## src/rtl/fpadd_rne_pipe_pkg.sv

```systemverilog
// ============================================================================
// Package : fpadd_pkg
// Brief   : Format helpers, flag indices and format presets for fpadd_rne_pipe.
// Rev     : 1.0
// ============================================================================
`default_nettype none

package fpadd_pkg;

  localparam int FLAG_INVALID   = 3;
  localparam int FLAG_OVERFLOW  = 2;
  localparam int FLAG_UNDERFLOW = 1;
  localparam int FLAG_INEXACT   = 0;

  localparam int FP16_EXP_W = 5;
  localparam int FP16_MAN_W = 10;
  localparam int BF16_EXP_W = 8;
  localparam int BF16_MAN_W = 7;

  function automatic int fpBias(input int expW);
    return (1 << (expW - 1)) - 1;
  endfunction

  function automatic int fpExpOnes(input int expW);
    return (1 << expW) - 1;
  endfunction

  // Canonical quiet NaN: positive sign, all-ones exponent, mantissa MSB only
  function automatic logic [31:0] fpQnan(input int expW, input int manW);
    logic [31:0] v;
    v = 32'(fpExpOnes(expW)) << manW;
    v = v | (32'd1 << (manW - 1));
    return v;
  endfunction

endpackage

`default_nettype wire

```

## src/rtl/fpadd_rne_pipe_if.sv

```systemverilog
// ============================================================================
// Interface : fpadd_rne_pipe_if
// Brief     : Operand/result handshake bundle for fpadd_rne_pipe.
// Rev       : 1.0
// ============================================================================
`default_nettype none

interface fpadd_rne_pipe_if
  import fpadd_pkg::*;
#(
  parameter int EXP_W = FP16_EXP_W,
  parameter int MAN_W = FP16_MAN_W,
  parameter int TAG_W = 4
);
  logic                   in_valid;
  logic                   in_ready;
  logic [EXP_W+MAN_W:0]   opr_a;
  logic [EXP_W+MAN_W:0]   opr_b;
  logic                   op_sub;
  logic [TAG_W-1:0]       in_tag;
  logic                   out_valid;
  logic                   out_ready;
  logic [EXP_W+MAN_W:0]   result;
  logic [TAG_W-1:0]       out_tag;
  logic [3:0]             flags;

  modport master (
    output in_valid, opr_a, opr_b, op_sub, in_tag, out_ready,
    input  in_ready, out_valid, result, out_tag, flags
  );

  modport slave (
    input  in_valid, opr_a, opr_b, op_sub, in_tag, out_ready,
    output in_ready, out_valid, result, out_tag, flags
  );
endinterface

`default_nettype wire

```

## src/rtl/fpadd_rne_pipe_lzc.sv

```systemverilog
// ============================================================================
// Module : fp_lzc
// Brief  : Parametrised leading-zero counter; an all-zero input returns WIDTH.
// Rev    : 1.0
// ============================================================================
`default_nettype none

module fp_lzc #(
  parameter int WIDTH = 14,
  parameter int CNT_W = $clog2(WIDTH + 1)
) (
  input  wire  [WIDTH-1:0] i_value,
  output logic [CNT_W-1:0] o_count
);

  // Scanning upward lets the highest set bit win
  always_comb begin
    o_count = CNT_W'(WIDTH);
    for (int i = 0; i < WIDTH; i++) begin
      if (i_value[i]) o_count = CNT_W'(WIDTH - 1 - i);
    end
  end

endmodule

`default_nettype wire

```

## src/rtl/fpadd_rne_pipe.sv

```systemverilog
// ============================================================================
// Module : fpadd_rne_pipe
// Brief  : Three-stage pipelined FP add/sub, round-to-nearest-even, valid/ready.
// Rev    : 1.0
// ============================================================================
`default_nettype none

module fpadd_rne_pipe
  import fpadd_pkg::*;
#(
  parameter int EXP_W = FP16_EXP_W,
  parameter int MAN_W = FP16_MAN_W,
  parameter int TAG_W = 4
) (
  input wire             clk,
  input wire             reset_n,
  fpadd_rne_pipe_if.slave bus
);

  localparam int c_width = 1 + EXP_W + MAN_W;
  localparam int c_sigW  = MAN_W + 4;
  localparam int c_sumW  = MAN_W + 5;
  localparam int c_lzW   = $clog2(c_sigW + 1);
  localparam int c_eW    = EXP_W + 2;
  localparam logic [EXP_W-1:0]   c_expOnes     = '1;
  localparam logic [c_eW-1:0]    c_expOnesWide = c_eW'(fpExpOnes(EXP_W));
  localparam logic [c_width-1:0] c_qNan        = c_width'(fpQnan(EXP_W, MAN_W));

  logic w_adv;
  logic r_outValid;
  assign w_adv        = !r_outValid || bus.out_ready;
  assign bus.in_ready = w_adv;

  // ---------------- stage 1: unpack, swap, align ----------------
  logic                     w_signA, w_signB, w_zeroA, w_zeroB;
  logic                     w_nanA, w_nanB, w_infA, w_infB, w_swap;
  logic [EXP_W-1:0]         w_expA, w_expB, w_expL, w_expS, w_diff;
  logic [MAN_W-1:0]         w_manA, w_manB;
  logic [c_width-2:0]       w_magA, w_magB, w_magL, w_magS;
  logic [c_sigW-1:0]        w_sigL, w_sigS, w_shifted, w_alignS;
  logic                     w_lost;

  assign w_signA = bus.opr_a[c_width-1];
  assign w_signB = bus.opr_b[c_width-1] ^ bus.op_sub;
  assign w_expA  = bus.opr_a[c_width-2 -: EXP_W];
  assign w_expB  = bus.opr_b[c_width-2 -: EXP_W];
  assign w_manA  = bus.opr_a[MAN_W-1:0];
  assign w_manB  = bus.opr_b[MAN_W-1:0];
  assign w_zeroA = (w_expA == '0);
  assign w_zeroB = (w_expB == '0);
  assign w_nanA  = (w_expA == c_expOnes) && (w_manA != '0);
  assign w_nanB  = (w_expB == c_expOnes) && (w_manB != '0);
  assign w_infA  = (w_expA == c_expOnes) && (w_manA == '0);
  assign w_infB  = (w_expB == c_expOnes) && (w_manB == '0);

  // Subnormals are flushed here so they compare and align as true zeros
  assign w_magA  = w_zeroA ? '0 : {w_expA, w_manA};
  assign w_magB  = w_zeroB ? '0 : {w_expB, w_manB};
  assign w_swap  = (w_magB > w_magA);
  assign w_magL  = w_swap ? w_magB : w_magA;
  assign w_magS  = w_swap ? w_magA : w_magB;
  assign w_expL  = w_magL[c_width-2 -: EXP_W];
  assign w_expS  = w_magS[c_width-2 -: EXP_W];
  assign w_sigL  = {(w_expL != '0), w_magL[MAN_W-1:0], 3'b000};
  assign w_sigS  = {(w_expS != '0), w_magS[MAN_W-1:0], 3'b000};
  assign w_diff  = w_expL - w_expS;

  always_comb begin
    w_shifted = w_sigS;
    w_lost    = 1'b0;
    if (int'(w_diff) >= c_sigW) begin
      w_shifted = '0;
      w_lost    = |w_sigS;
    end else begin
      w_shifted = w_sigS >> w_diff;
      w_lost    = |(w_sigS & ~({c_sigW{1'b1}} << w_diff));
    end
  end
  assign w_alignS = {w_shifted[c_sigW-1:1], w_shifted[0] | w_lost};

  logic                 r_s1Valid, r_s1Sign, r_s1Sub, r_s1Nan, r_s1Inf, r_s1InfSign, r_s1NegZero;
  logic [TAG_W-1:0]     r_s1Tag;
  logic [EXP_W-1:0]     r_s1Exp;
  logic [c_sigW-1:0]    r_s1SigL, r_s1SigS;

  // ---------------- stage 2: magnitude add/subtract ----------------
  logic [c_sumW-1:0]    w_sum;
  assign w_sum = r_s1Sub ? ({1'b0, r_s1SigL} - {1'b0, r_s1SigS})
                         : ({1'b0, r_s1SigL} + {1'b0, r_s1SigS});

  logic                 r_s2Valid, r_s2Sign, r_s2Nan, r_s2Inf, r_s2InfSign, r_s2NegZero;
  logic [TAG_W-1:0]     r_s2Tag;
  logic [EXP_W-1:0]     r_s2Exp;
  logic [c_sumW-1:0]    r_s2Sum;

  // ---------------- stage 3: normalise, round, specials ----------------
  logic [c_lzW-1:0]     w_lzCount;
  logic [c_sigW-1:0]    w_norm;
  logic [c_eW-1:0]      w_expNorm, w_expRnd;
  logic [MAN_W+1:0]     w_mantRnd;
  logic [MAN_W-1:0]     w_frac;
  logic                 w_roundUp, w_inexact, w_uflow, w_oflow;
  logic [c_width-1:0]   w_result;
  logic [3:0]           w_flags;

  fp_lzc #(.WIDTH(c_sigW)) u_lzc (
    .i_value (r_s2Sum[c_sigW-1:0]),
    .o_count (w_lzCount)
  );

  always_comb begin
    if (r_s2Sum[c_sumW-1]) begin
      w_norm    = {r_s2Sum[c_sumW-1:2], |r_s2Sum[1:0]};
      w_expNorm = {2'b00, r_s2Exp} + c_eW'(1);
    end else begin
      w_norm    = r_s2Sum[c_sigW-1:0] << w_lzCount;
      w_expNorm = {2'b00, r_s2Exp} - c_eW'(w_lzCount);
    end
  end

  assign w_inexact = |w_norm[2:0];
  assign w_roundUp = w_norm[2] & (w_norm[1] | w_norm[0] | w_norm[3]);
  assign w_mantRnd = {1'b0, w_norm[c_sigW-1:3]} + (MAN_W + 2)'(w_roundUp);
  assign w_expRnd  = w_expNorm + c_eW'(w_mantRnd[MAN_W+1]);
  assign w_frac    = w_mantRnd[MAN_W+1] ? w_mantRnd[MAN_W:1] : w_mantRnd[MAN_W-1:0];
  assign w_uflow   = w_expNorm[c_eW-1] || (w_expNorm == '0);
  assign w_oflow   = !w_expRnd[c_eW-1] && (w_expRnd >= c_expOnesWide);

  always_comb begin
    w_result = {r_s2Sign, w_expRnd[EXP_W-1:0], w_frac};
    w_flags  = '0;
    w_flags[FLAG_INEXACT] = w_inexact;
    if (r_s2Nan) begin
      w_result = c_qNan;
      w_flags  = '0;
      w_flags[FLAG_INVALID] = 1'b1;
    end else if (r_s2Inf) begin
      w_result = {r_s2InfSign, c_expOnes, {MAN_W{1'b0}}};
      w_flags  = '0;
    end else if (r_s2Sum == '0) begin
      w_result = {r_s2NegZero, {(c_width-1){1'b0}}};
      w_flags  = '0;
    end else if (w_oflow) begin
      w_result = {r_s2Sign, c_expOnes, {MAN_W{1'b0}}};
      w_flags  = '0;
      w_flags[FLAG_OVERFLOW] = 1'b1;
      w_flags[FLAG_INEXACT]  = 1'b1;
    end else if (w_uflow) begin
      w_result = {r_s2Sign, {(c_width-1){1'b0}}};
      w_flags  = '0;
      w_flags[FLAG_UNDERFLOW] = 1'b1;
      w_flags[FLAG_INEXACT]   = 1'b1;
    end
  end

  logic [c_width-1:0]   r_result;
  logic [TAG_W-1:0]     r_outTag;
  logic [3:0]           r_flags;

  // Every stage advances together; a stalled output freezes the whole pipe
  always_ff @(posedge clk or negedge reset_n) begin
    if (!reset_n) begin
      r_s1Valid   <= 1'b0;  r_s1Tag     <= '0;    r_s1Sign    <= 1'b0;
      r_s1Sub     <= 1'b0;  r_s1Exp     <= '0;    r_s1SigL    <= '0;
      r_s1SigS    <= '0;    r_s1Nan     <= 1'b0;  r_s1Inf     <= 1'b0;
      r_s1InfSign <= 1'b0;  r_s1NegZero <= 1'b0;
      r_s2Valid   <= 1'b0;  r_s2Tag     <= '0;    r_s2Sign    <= 1'b0;
      r_s2Exp     <= '0;    r_s2Sum     <= '0;    r_s2Nan     <= 1'b0;
      r_s2Inf     <= 1'b0;  r_s2InfSign <= 1'b0;  r_s2NegZero <= 1'b0;
      r_outValid  <= 1'b0;  r_result    <= '0;    r_outTag    <= '0;
      r_flags     <= '0;
    end else if (w_adv) begin
      r_s1Valid   <= bus.in_valid;
      r_s1Tag     <= bus.in_tag;
      r_s1Sign    <= w_swap ? w_signB : w_signA;
      r_s1Sub     <= (w_signA != w_signB);
      r_s1Exp     <= w_expL;
      r_s1SigL    <= w_sigL;
      r_s1SigS    <= w_alignS;
      r_s1Nan     <= w_nanA || w_nanB || (w_infA && w_infB && (w_signA != w_signB));
      r_s1Inf     <= w_infA || w_infB;
      r_s1InfSign <= w_infA ? w_signA : w_signB;
      r_s1NegZero <= w_zeroA && w_zeroB && w_signA && w_signB;

      r_s2Valid   <= r_s1Valid;
      r_s2Tag     <= r_s1Tag;
      r_s2Sign    <= r_s1Sign;
      r_s2Exp     <= r_s1Exp;
      r_s2Sum     <= w_sum;
      r_s2Nan     <= r_s1Nan;
      r_s2Inf     <= r_s1Inf;
      r_s2InfSign <= r_s1InfSign;
      r_s2NegZero <= r_s1NegZero;

      r_outValid  <= r_s2Valid;
      r_result    <= w_result;
      r_outTag    <= r_s2Tag;
      r_flags     <= w_flags;
    end
  end

  assign bus.out_valid = r_outValid;
  assign bus.result    = r_result;
  assign bus.out_tag   = r_outTag;
  assign bus.flags     = r_flags;

endmodule

`default_nettype wire

```

## src/flat_wrapper.sv

```systemverilog
// flat-port wrapper written by rule: the top's interface ports become plain ports
module fpadd_rne_pipe_flat import fpadd_pkg::*;
#(
  parameter int EXP_W = FP16_EXP_W,
  parameter int MAN_W = FP16_MAN_W,
  parameter int TAG_W = 4
)
  (clk, reset_n, bus_in_valid, bus_opr_a, bus_opr_b, bus_op_sub, bus_in_tag, bus_out_ready, bus_in_ready, bus_out_valid, bus_result, bus_out_tag, bus_flags);
  fpadd_rne_pipe_if #(.EXP_W(EXP_W), .MAN_W(MAN_W), .TAG_W(TAG_W)) bus_i ();
  input wire clk;
  input wire reset_n;
  input wire logic [$bits(bus_i.in_valid)-1:0] bus_in_valid;
  input wire logic [$bits(bus_i.opr_a)-1:0] bus_opr_a;
  input wire logic [$bits(bus_i.opr_b)-1:0] bus_opr_b;
  input wire logic [$bits(bus_i.op_sub)-1:0] bus_op_sub;
  input wire logic [$bits(bus_i.in_tag)-1:0] bus_in_tag;
  input wire logic [$bits(bus_i.out_ready)-1:0] bus_out_ready;
  output wire logic [$bits(bus_i.in_ready)-1:0] bus_in_ready;
  output wire logic [$bits(bus_i.out_valid)-1:0] bus_out_valid;
  output wire logic [$bits(bus_i.result)-1:0] bus_result;
  output wire logic [$bits(bus_i.out_tag)-1:0] bus_out_tag;
  output wire logic [$bits(bus_i.flags)-1:0] bus_flags;
  assign bus_i.in_valid = bus_in_valid;
  assign bus_i.opr_a = bus_opr_a;
  assign bus_i.opr_b = bus_opr_b;
  assign bus_i.op_sub = bus_op_sub;
  assign bus_i.in_tag = bus_in_tag;
  assign bus_i.out_ready = bus_out_ready;
  assign bus_in_ready = bus_i.in_ready;
  assign bus_out_valid = bus_i.out_valid;
  assign bus_result = bus_i.result;
  assign bus_out_tag = bus_i.out_tag;
  assign bus_flags = bus_i.flags;
  fpadd_rne_pipe #(.EXP_W(EXP_W), .MAN_W(MAN_W), .TAG_W(TAG_W)) u_core (.clk(clk), .reset_n(reset_n), .bus(bus_i));
endmodule
```

## config.mk

```make
export PLATFORM = sky130hd
export DESIGN_NAME = fpadd_rne_pipe_flat
export DESIGN_NICKNAME = d
export VERILOG_FILES = /design/src/rtl/fpadd_rne_pipe_pkg.sv /design/src/rtl/fpadd_rne_pipe_if.sv /design/src/rtl/fpadd_rne_pipe_lzc.sv /design/src/rtl/fpadd_rne_pipe.sv /design/src/flat_wrapper.sv
export SDC_FILE = /design/constraint.sdc
export NUM_CORES = 1
export LEC_CHECK = 0
export CORE_MARGIN = 4
export CORE_UTILIZATION = 43
export CTS_CLUSTER_SIZE = 12
export DETAILED_ROUTE_END_ITERATION = 16
export GPL_TIMING_DRIVEN = 0
export SYNTH_ARGS = -nofsm -noshare
export SYNTH_HDL_FRONTEND = slang
export SYNTH_SLANG_ARGS = --single-unit
```

## constraint.sdc

```tcl
create_clock -name clk -period 11.59 [get_ports clk]
set_input_delay 1.159 -clock clk [delete_from_list [all_inputs] [get_ports clk]]
set_output_delay 1.159 -clock clk [all_outputs]
set_load 0.03 [all_outputs]
```

After elaboration in Yosys (flattened, before gate mapping)
Index checks and enable logic that the tools add are counted.

word-level totals
  bits in registers = 96
  latch bits = 0
  bits in writable memories = 0
  bits in read-only memories = 0
  input port bits = 41
  output and inout bits = 26
  word-level logic and storage cells = 114
  memories kept = 0

cells by class
  $add $sub $neg = 7
  multiply operators = 0
  divide/modulo/power cells = 0
  $lt $le $gt $ge = 3
  eq/ne operators = 3
  shifts and indexed selects = 3
  multiplexer cells = 36
  bitwise logic cells = 7
  reductions and logical operators = 31

operator list
  cell                   count
  $mux 15                7
  $mux 4                 17
  $mux 16                3
  $mux 14                2
  $logic_not 10->1       2
  $reduce_bool 10->1     2
  $add 14x14->15         1
  $gt 15x15->1           1
  $logic_not 15->1       1
  $sub 14x14->15         1
  $and 14x14->14         1
  $not 14->14            1
  $reduce_or 14->1       1
  $shl 14x4->14          1
  $shl 14x5->14 const A  1
  $shr 14x5->14          1
  $add 11x1->12          1
  $reduce_or 11->1       1
  $eq 5x5->1 const B     2
  $logic_and 1x1->1      10
  $logic_not 5->1        2
  $mux 10                1
  $reduce_bool 5->1      2
  $add 7x1->7            1
  other kinds (17)       27

Depth between registers and ports, before layout
Gate-level depths: netlist of run 1.

  depth in word-level cells = 27
  mapped depth = 22
  depth with buffers taken out = 19

Modules after synthesis
Synthesis of run 1 repeated with hierarchy kept, for this count alone.

unflattened totals
  cells, all modules = 940
  area, all modules = 7719.9 sq um

modules (own cells, without submodules)
  module          instances  cells each  area an instance (sq um)
  fpadd_rne_pipe  1          915         7573.5
  fp_lzc          1          25          146.4

Worst setup path before layout of run 1
Ideal clock, no wire load.

  path kind = input port to flip-flop
  from = input port bus_opr_b[13]
  to = register u_core.r_s1SigS[2]
  data arrival time = 4847 ps
  data required time = 11464 ps
  setup slack = 6617 ps
  stages on the path = 18
  path through = nor3_1 nand2_1 clkbuf_1 nand2_1 inv_1 ha_1 a21oi_1 nor2_1 a2111o_1 o21a_1 mux2i_1 ha_1 clkbuf_1 clkbuf_1 mux2i_1 mux2i_1 o21a_1 a221o_1

on the way
  cells in the longest elaborated chain, start to end = 7

ends and longest elaborated chain
  element                                           line                                        text
  start: declaration                                flat_wrapper.sv:14                          input wire logic [$bits(bus_i.opr_b)-1:0] bus_opr_b;
  $logic_not 5->1                                   fpadd_rne_pipe.sv:50                        assign w_zeroB = (w_expB == '0);
  $mux 15 (*)                                       fpadd_rne_pipe.sv:58                        assign w_magB = w_zeroB ? '0 : {w_expB, w_manB};
  $gt 15x15->1                                      fpadd_rne_pipe.sv:59                        assign w_swap = (w_magB > w_magA);
  $mux 15 (on tied branches)                        fpadd_rne_pipe.sv:60, fpadd_rne_pipe.sv:61
  $sub 5x5->5 or $reduce_bool 5->1 (tied branches)  fpadd_rne_pipe.sv:66, fpadd_rne_pipe.sv:65
  $shr 14x5->14 or $ge 5x4->1 (tied branches)       fpadd_rne_pipe.sv:75, fpadd_rne_pipe.sv:71
  $mux 14 (*)                                       fpadd_rne_pipe.sv:71                        if (int'(w_diff) >= c_sigW) begin
  end signal: assignment                            fpadd_rne_pipe.sv:179                       r_s1SigS <= w_alignS;
  end: declaration                                  fpadd_rne_pipe.sv:84                        logic [c_sigW-1:0] r_s1SigL, r_s1SigS;

Mark *: on every way between the ends. The rest lies on a longest branch, timed or not.
A chain may end at the register's enable or synchronous reset.

Worst setup path after layout of run 1
Ends and elaborated chain as after synthesis.

==> results of run 1 <==
## flip-flops by register name, indices dropped and copies added, names as in the netlist, 4 cells and up
signal and count:
u_core.bus.result 16, u_core.r_s2Sum 15, u_core.r_s1SigS 14, u_core.r_s1SigL 11, u_core.r_s1Exp 5, u_core.r_s2Exp 5, u_core.bus.flags 4, u_core.bus.out_tag 4
u_core.r_s1Tag 4, u_core.r_s2Tag 4
## cells in the mapped netlist (7+ instances only)
cell type | instances | area share, %
a211oi_1 | 11 | 1.1
a21oi_1 | 51 | 3.3
a22o_1 | 13 | 1.5
a31oi_1 | 12 | 0.96
clkbuf_1 | 52 | 2.5
dfrtp_1 | 96 | 31
ha_1 | 47 | 7.5
inv_1 | 57 | 2.7
mux2i_1 | 47 | 6.0
nand2_1 | 184 | 8.8
nand2b_1 | 13 | 1.0
nand3_1 | 21 | 1.3
nor2_1 | 88 | 4.2
nor2b_1 | 9 | 0.72
nor3_1 | 19 | 1.2
nor4_1 | 7 | 0.56
o21a_1 | 10 | 0.96
o21ai_0 | 72 | 4.6
o31ai_1 | 12 | 1.2
xnor2_1 | 18 | 2.0
xor2_1 | 10 | 1.1
## layout make-up
| cell class | count | area [sq um] | share of cell area [%] |
|---|---|---|---|
| Tap cell | 229 | 287 | 3.14 |
| Sequential cell | 96 | 2400 | 26.4 |
| Clock buffer | 9 | 225 | 2.47 |
| Inverter | 59 | 221 | 2.43 |
| Timing Repair Buffer | 67 | 686 | 7.52 |
| Clock inverter | 7 | 86.3 | 0.947 |
| Multi-Input combinational cell | 784 | 4990 | 54.7 |
| Buffer | 58 | 221 | 2.43 |
## critical path, stage by stage
cell             delay, ns
clkdlybuf4s50_1       0.52
nor3_1                0.31
nand2_1               0.23
clkbuf_1              0.28
nand2_1               0.19
inv_1                 0.08
ha_1                  0.30
and4_1                0.27
o21ai_0               0.10
a21oi_1               0.33
o21a_1                0.33
mux2i_1               0.14
ha_1                  0.29
clkbuf_1              0.45
clkbuf_1              0.46
mux2i_1               0.31
mux2i_1               0.16
o21a_1                0.22
a221o_1               0.31
## report_power, final
| group | switching, mW | total [mW] | internal (mW) |
|---|---|---|---|
| combinational | 0.912 | 1.50 | 0.587 |
| clock | 0.156 | 0.312 | 0.156 |
| sequential | 0.0990 | 0.555 | 0.456 |
## kinds of logic (layout without fill, tap and decap cells)
| family | after synthesis | count (layout) | share of synthesized area (%) |
|---|---|---|---|
| AND/OR/NAND/NOR | 382 | 382 | 21.9 |
| multiplexers | 54 | 54 | 7.16 |
| XOR/XNOR | 28 | 28 | 3.13 |
| AO/OA/AOI/OAI | 271 | 271 | 23.5 |
| buffers and inverters | 117 | 200 | 5.66 |
| adder cells (fa/ha/maj) | 49 | 49 | 8.02 |
| flip-flops | 96 | 96 | 30.7 |
## routing by layer
| metal | part of all wire [%] | GRT usage [%] |
|---|---|---|
| met5 | 0 | 0 |
| met4 | 2.3 | 7.95 |
| met3 | 3.7 | 2.31 |
| met2 | 47 | 38.3 |
| met1 | 47 | 31.7 |
## path summary, 6_finish.rpt
check                                  endpoint  cells past startpoint  slack, ns          startpoint
hold reg to reg            u_core.bus.out_valid                      1       0.47    u_core.r_s2Valid
max in group asynchronous     u_core.r_s1Exp[2]                      2      10.13             reset_n
min in group asynchronous    u_core.r_s2Sum[11]                      1       0.81             reset_n
setup reg to reg           u_core.bus.result[8]                     20       5.62  u_core.r_s2Sum[13]
setup / recovery             u_core.r_s1SigS[2]                     19       5.40       bus_opr_b[13]
hold / removal             u_core.bus.out_valid                      1       0.47    u_core.r_s2Valid
## through the flow
step / worst slack [ns] / power, mW
2_1_floorplan: 6.62 / 1.62
3_3_place_gp: 5.04 / 2.04
3_5_place_dp: 5.03 / 2.04
4_1_cts: 5.43 / 2.36
5_1_grt: 5.00 / 2.56
6_report: 5.40 / 2.37
==> summary.txt, run 1 <==
Drt
  – Drt first pass iters: 5
  – Via count: approximately 7500
  – Wire per inst: between 15 and 20 microns
  – Number of routed nets with antenna violations: 0
  – Vias per cell: around 5.7
  – Initial DRC Count: 563
  – DRC errors left: 0
  – DRT Wirelength: approximately 23000 microns

Die
  – Die width: between 100 and 150 microns
  – Die Area: between 0.02 and 0.025 sq mm
  – Core Region: ~0.018 sq mm
  – Starting Density: approximately 44%
  – Die Y: 143 microns
  – # rows: between 40 and 50
  – I/O pin count: 67

Global route
  – Gr ovfl total: 0
  – Largest net degree at the start of global routing: 50
  – Vias in the first global route: just over 7000
  – First-pass GRT wire length: approximately 38000 microns
  – Total Routing Usage GR: a little under a quarter
  – Initial antenna violation count: 0

STA
  – RSZ-0062 raised after global routing: no
  – Crit path time final: ~6.2 ns
  – Clock Skews: approximately 0.016 ns
  – Slew HR: a little under 30%
  – Fin crit share: between 50% and 60%
  – Slew @ Worst Pin: about 1.0 ns
  – Final setup viols: 0
  – Hold Worst Slack: ~0.47 ns
  – Fmax: around 160 MHz
  – Final Hold Vio Count: 0
  – Setup TNS: 0 ns
  – Slew Limit Fails: 0

Placement
  – Placed Area: between 0.008 and 0.009 sq mm
  – RePlAce Congestion: approximately 0.97
  – Placed Cells: about 1300
  – IO Port Bufs: 66
  – Final HPWL from detailed placement: roughly 18000 microns

Finish
  – Commonest non-fill, non-tap cell in the layout: nand2_1
  – Fillcell total: between 1500 and 2000
  – Non-Filler Instances: 1309
  – Final Net Count: about 1200
  – Antenna diodes: 0
  – Fin util: 50.7%
  – Design Area, Final: about 0.0091 sq mm
  – Layout cells sized above 1: 3.89%
  – Most frequent cells in the layout: nand2_1 (184), dfrtp_1 (96), nor2_1 (88)
  – Area delta synth->final: 16.4%

Flow run
  – Number of max-cap violations: 0

Synthesis
  – Synth Warn #: 0
  – Ys async rst share: between 90% and 100%
  – Top FF cell, synth: dfrtp_1
  – Post-synth cell types: between 80 and 90
  – #FFs+latches synth: 96
  – Syn avg cell area: roughly 8 sq um
  – Seq/Total Area, Yosys: between 30% and 40%
  – Mapped Area: slightly below 0.008 sq mm
  – Syn_nets: ~1100
  – Cells after synthesis: ~1000
  – Number of flops mapped to enable cells by yosys: 0

Clock tree
  – Clock tree root buffer cell: clkbuf_16
  – CTS Buf Count: 9
  – Reg clk slew, reported paths: ~0.08 ns
  – CTS H-Tree Depth: 3
  – # Post-CTS Setup Buffers: 0
  – CTS tree: built
  – CTS Buffer Depth: 2
  – Skew-Pair Late Insertion Delay: 0.37 ns
  – Post-CTS Resized: 0
  – Hold_buf cts: 0
  – Sinks on Clock Net: 96

Critical path
  – Required @ worst endpoint: between 10 and 15 ns
  – Crit. End Element: flop
  – Critical path fanouts, max: 10
  – Critical path type: in -> reg
  – Worst EP arrival: roughly 6.5 ns
  – Startpoint types: input pin

Pwr
  – P_leak: between 4 and 5 nW
  – Power per cell area: around 260 mW/mm^2
  – Max rail drop VDD: roughly 150 uV

Outcome
  – Status: complete, no violations

Hold path
  – Min-Delay Path Class: reg -> reg
Note: power is estimated with default switching activity, not from simulation.
==> inputs of run 2 (changes only) <==
clock period = 6.3 ns   (was 11.59 ns; I/O delays follow)
==> run 2 against run 1 <==
Net effect:
- combinational power increased by 83%
- clock-buffer cell count unchanged
- die area is the same
- non-clock buffer count stayed put
- via count fell by 0.63%
- sequential power up 84%
- critical path depth is the same
- total power up 84%
- global-route usage unchanged
- routed wire length is 0.26% lower
==> summary.txt, run 2 (synthesized netlist as in run 1, its figures left out) <==
Finish
  – Most frequent cells in the layout: nand2_1 (184), dfrtp_1 (96), nor2_1 (88)
  – Antenna diodes: 0 (unchanged)
  – Commonest non-fill, non-tap cell in the layout: nand2_1
  – Largest register FFs: 16 (unchanged)
  – Layout cells sized above 1: 4.17% (+0.28 points)
  – Fillcell total: 1841 (+0.054%)
  – Area delta synth->final: 16.6%
  – Final Net Count: 1165 (unchanged)

Drt
  – DRC errors left: 0 (unchanged)
  – WL met2: 10900 microns (-0.25%)
  – WL met3: 986 microns (+15%)
  – Initial DRC Count: 541 (-3.9%)
  – Vias per cell: 5.70 (-0.63%)
  – Via count: 7462 (-0.63%)
  – DRT Wirelength: 23200 microns (-0.26%)
  – Met1 wire length: 10900 microns (-1.3%)
  – Number of routed nets with antenna violations: 0 (unchanged)
  – Wire per inst: 17.7 microns (-0.26%)
  – Drt first pass iters: 5 (unchanged)
  – Highest Signal Layer: met4

Die
  – # rows: 49 (unchanged)
  – Starting Density: 43.6% (unchanged)
  – Die Area: 0.0204 sq mm (unchanged)
  – I/O pin count: 67 (unchanged)
  – Die Y: 143 microns (unchanged)
  – Core Region: 0.0180 sq mm (unchanged)
  – Die width: 143 microns (unchanged)

Clock tree
  – CTS H-Tree Depth: 3 (unchanged)
  – CTS tree: built
  – Clock tree root buffer cell: clkbuf_16
  – Skew-Pair Late Insertion Delay: 0.38 ns (about the same)
  – Reg clk slew, reported paths: 0.07 ns (about the same)
  – Sinks on Clock Net: 96 (unchanged)
  – CTS Buf Count: 9 (unchanged)
  – CTS Buffer Depth: 2 (unchanged)

Hold path
  – Min-Delay Path Class: in -> async

Critical path
  – Worst path depth: 19 (unchanged)
  – Required @ worst endpoint: 6.56 ns (-5.29 ns)
  – Startpoint types: flop
  – Critical path type: reg -> reg
  – CP delay by family, top: compound AO/OA/AOI/OAI gates
  – R2R depth: 19 (-5.0%)
  – Worst r2r src: u_core.r_s2Sum[12]
  – R2R Path End: u_core.bus.result[7]
  – CP peak stage delay: 0.75 ns (+0.23 ns)
  – R2R Setup Slk: 0.52 ns (-5.10 ns)
  – Worst EP arrival: 6.04 ns (-0.41 ns)
  – Critical path buffers and inverters: 1 (-4)
  – Crit path cell chain: nor2b_1 -> or4_1 -> buf_2 -> o21ai_4 -> mux2i_1 -> mux2_2 -> o21ai_0 -> a221oi_1 -> nor4_4 -> ha_1 -> ha_1 -> nand2_1 -> o21a_1 -> o31a_1 -> a21boi_0 -> o31a_1 -> nand3_1 -> o21ba_2 -> a22o_1
  – Crit. End Element: flop
  – Critical path fanouts, max: 10 (unchanged)
  – Slowest-stage cell, CP: a221oi_1

Global route
  – Total Routing Usage GR: 23.1% (unchanged)
  – Largest net degree at the start of global routing: 50 (unchanged)
  – Gr ovfl total: 0 (unchanged)
  – First-pass GRT wire length: 37600 microns (unchanged)
  – Vias in the first global route: 7177 (unchanged)
  – Initial antenna violation count: 0 (unchanged)

Flow run
  – Number of max-cap violations: 0 (unchanged)

Outcome
  – Status: complete, no violations

STA
  – Slew Limit Fails: 0 (unchanged)
  – RSZ-0062 raised after global routing: no
  – Slew HR: 28.6% (-0.94 points)
  – Slew @ Worst Pin: 1.06 ns (+0.0140 ns)
  – Setup TNS: 0 ns (unchanged)
  – Final Hold Vio Count: 0 (unchanged)
  – Fmax: between 150 and 200 MHz
  – Final setup viols: 0 (unchanged)
  – Crit path time final: a little under 6 ns
  – Fin crit share: approximately nine tenths
  – Clock Skews: 0.0177 ns (+0.00124 ns)

Placement
  – Final HPWL from detailed placement: 18300 microns (unchanged)
  – IO Port Bufs: 66 (unchanged)
  – RePlAce Congestion: 0.967 (unchanged)

Pwr
  – P_leak: 4.05 nW (about the same)
  – Power per cell area: 477 mW/mm^2 (+84%)
  – Max rail drop VDD: 279 uV (+84%)
  – Total power: 4.35 mW (+84%)
[run 2: power by group]
part           switching, mW  total [mW]  internal, mW
clock network          0.288       0.575         0.287
registers              0.185        1.02         0.840
logic                   1.67        2.75          1.08
[run 2: how the worst max path moves through the flow]
stage / slack (ns) / from / end
global route: 0.08 / u_core.r_s2Sum[13] / u_core.bus.result[2]
finish: 0.52 / u_core.r_s2Sum[12] / u_core.bus.result[7]
CTS: 0.40 / u_core.r_s2Sum[13] / u_core.bus.result[8]
floorplan: 1.38 / u_core.r_s2Sum[12] / u_core.bus.result[7]
global placement: 0.28 / bus_opr_b[13] / u_core.r_s1SigS[0]
detailed placement: 0.27 / bus_opr_b[13] / u_core.r_s1SigS[0]
[run 2: what timing repair did]
action / in CTS / in global routing
resized for setup: 0 / 4
setup buffers: 0 / 0
hold buffers: 0 / 0
endpoints found under the setup margin: 0 / 5
hold endpoints to repair: 0 / 0
[run 2: final cells by class]
cell class | count | area [sq um] | share of cell area [%]
Tap cell | 229 | 287 | 3.14
Clock inverter | 7 | 86.3 | 0.946
Sequential cell | 96 | 2400 | 26.3
Clock buffer | 9 | 225 | 2.47
Timing Repair Buffer | 67 | 686 | 7.51
Buffer | 58 | 223 | 2.44
Inverter | 59 | 221 | 2.43
Multi-Input combinational cell | 784 | 5000 | 54.8
[run 2: routing by layer]
layer / vias to the layer above / global-route usage (%)
li1: 3717 / -
met1: 3513 / 31.7
met2: 194 / 38.3
met3: 38 / 2.31
met4: 0 / 7.95
met5: - / 0
[run 2: stage by stage]
step	std cells	setup slack [ns]	area (sq um)	utilization, %	hold slack, ns
finish	1309	0.525	9130	50.8	0.279
global route	1309	0.0795	9130	50.8	0.347
CTS	1309	0.404	9110	50.7	0.315
detailed placement	1293	0.272	8800	49.0	0.453
global placement	1292	0.283	8780	48.9	0.446
floorplan	997	1.38	7830	-	0.334
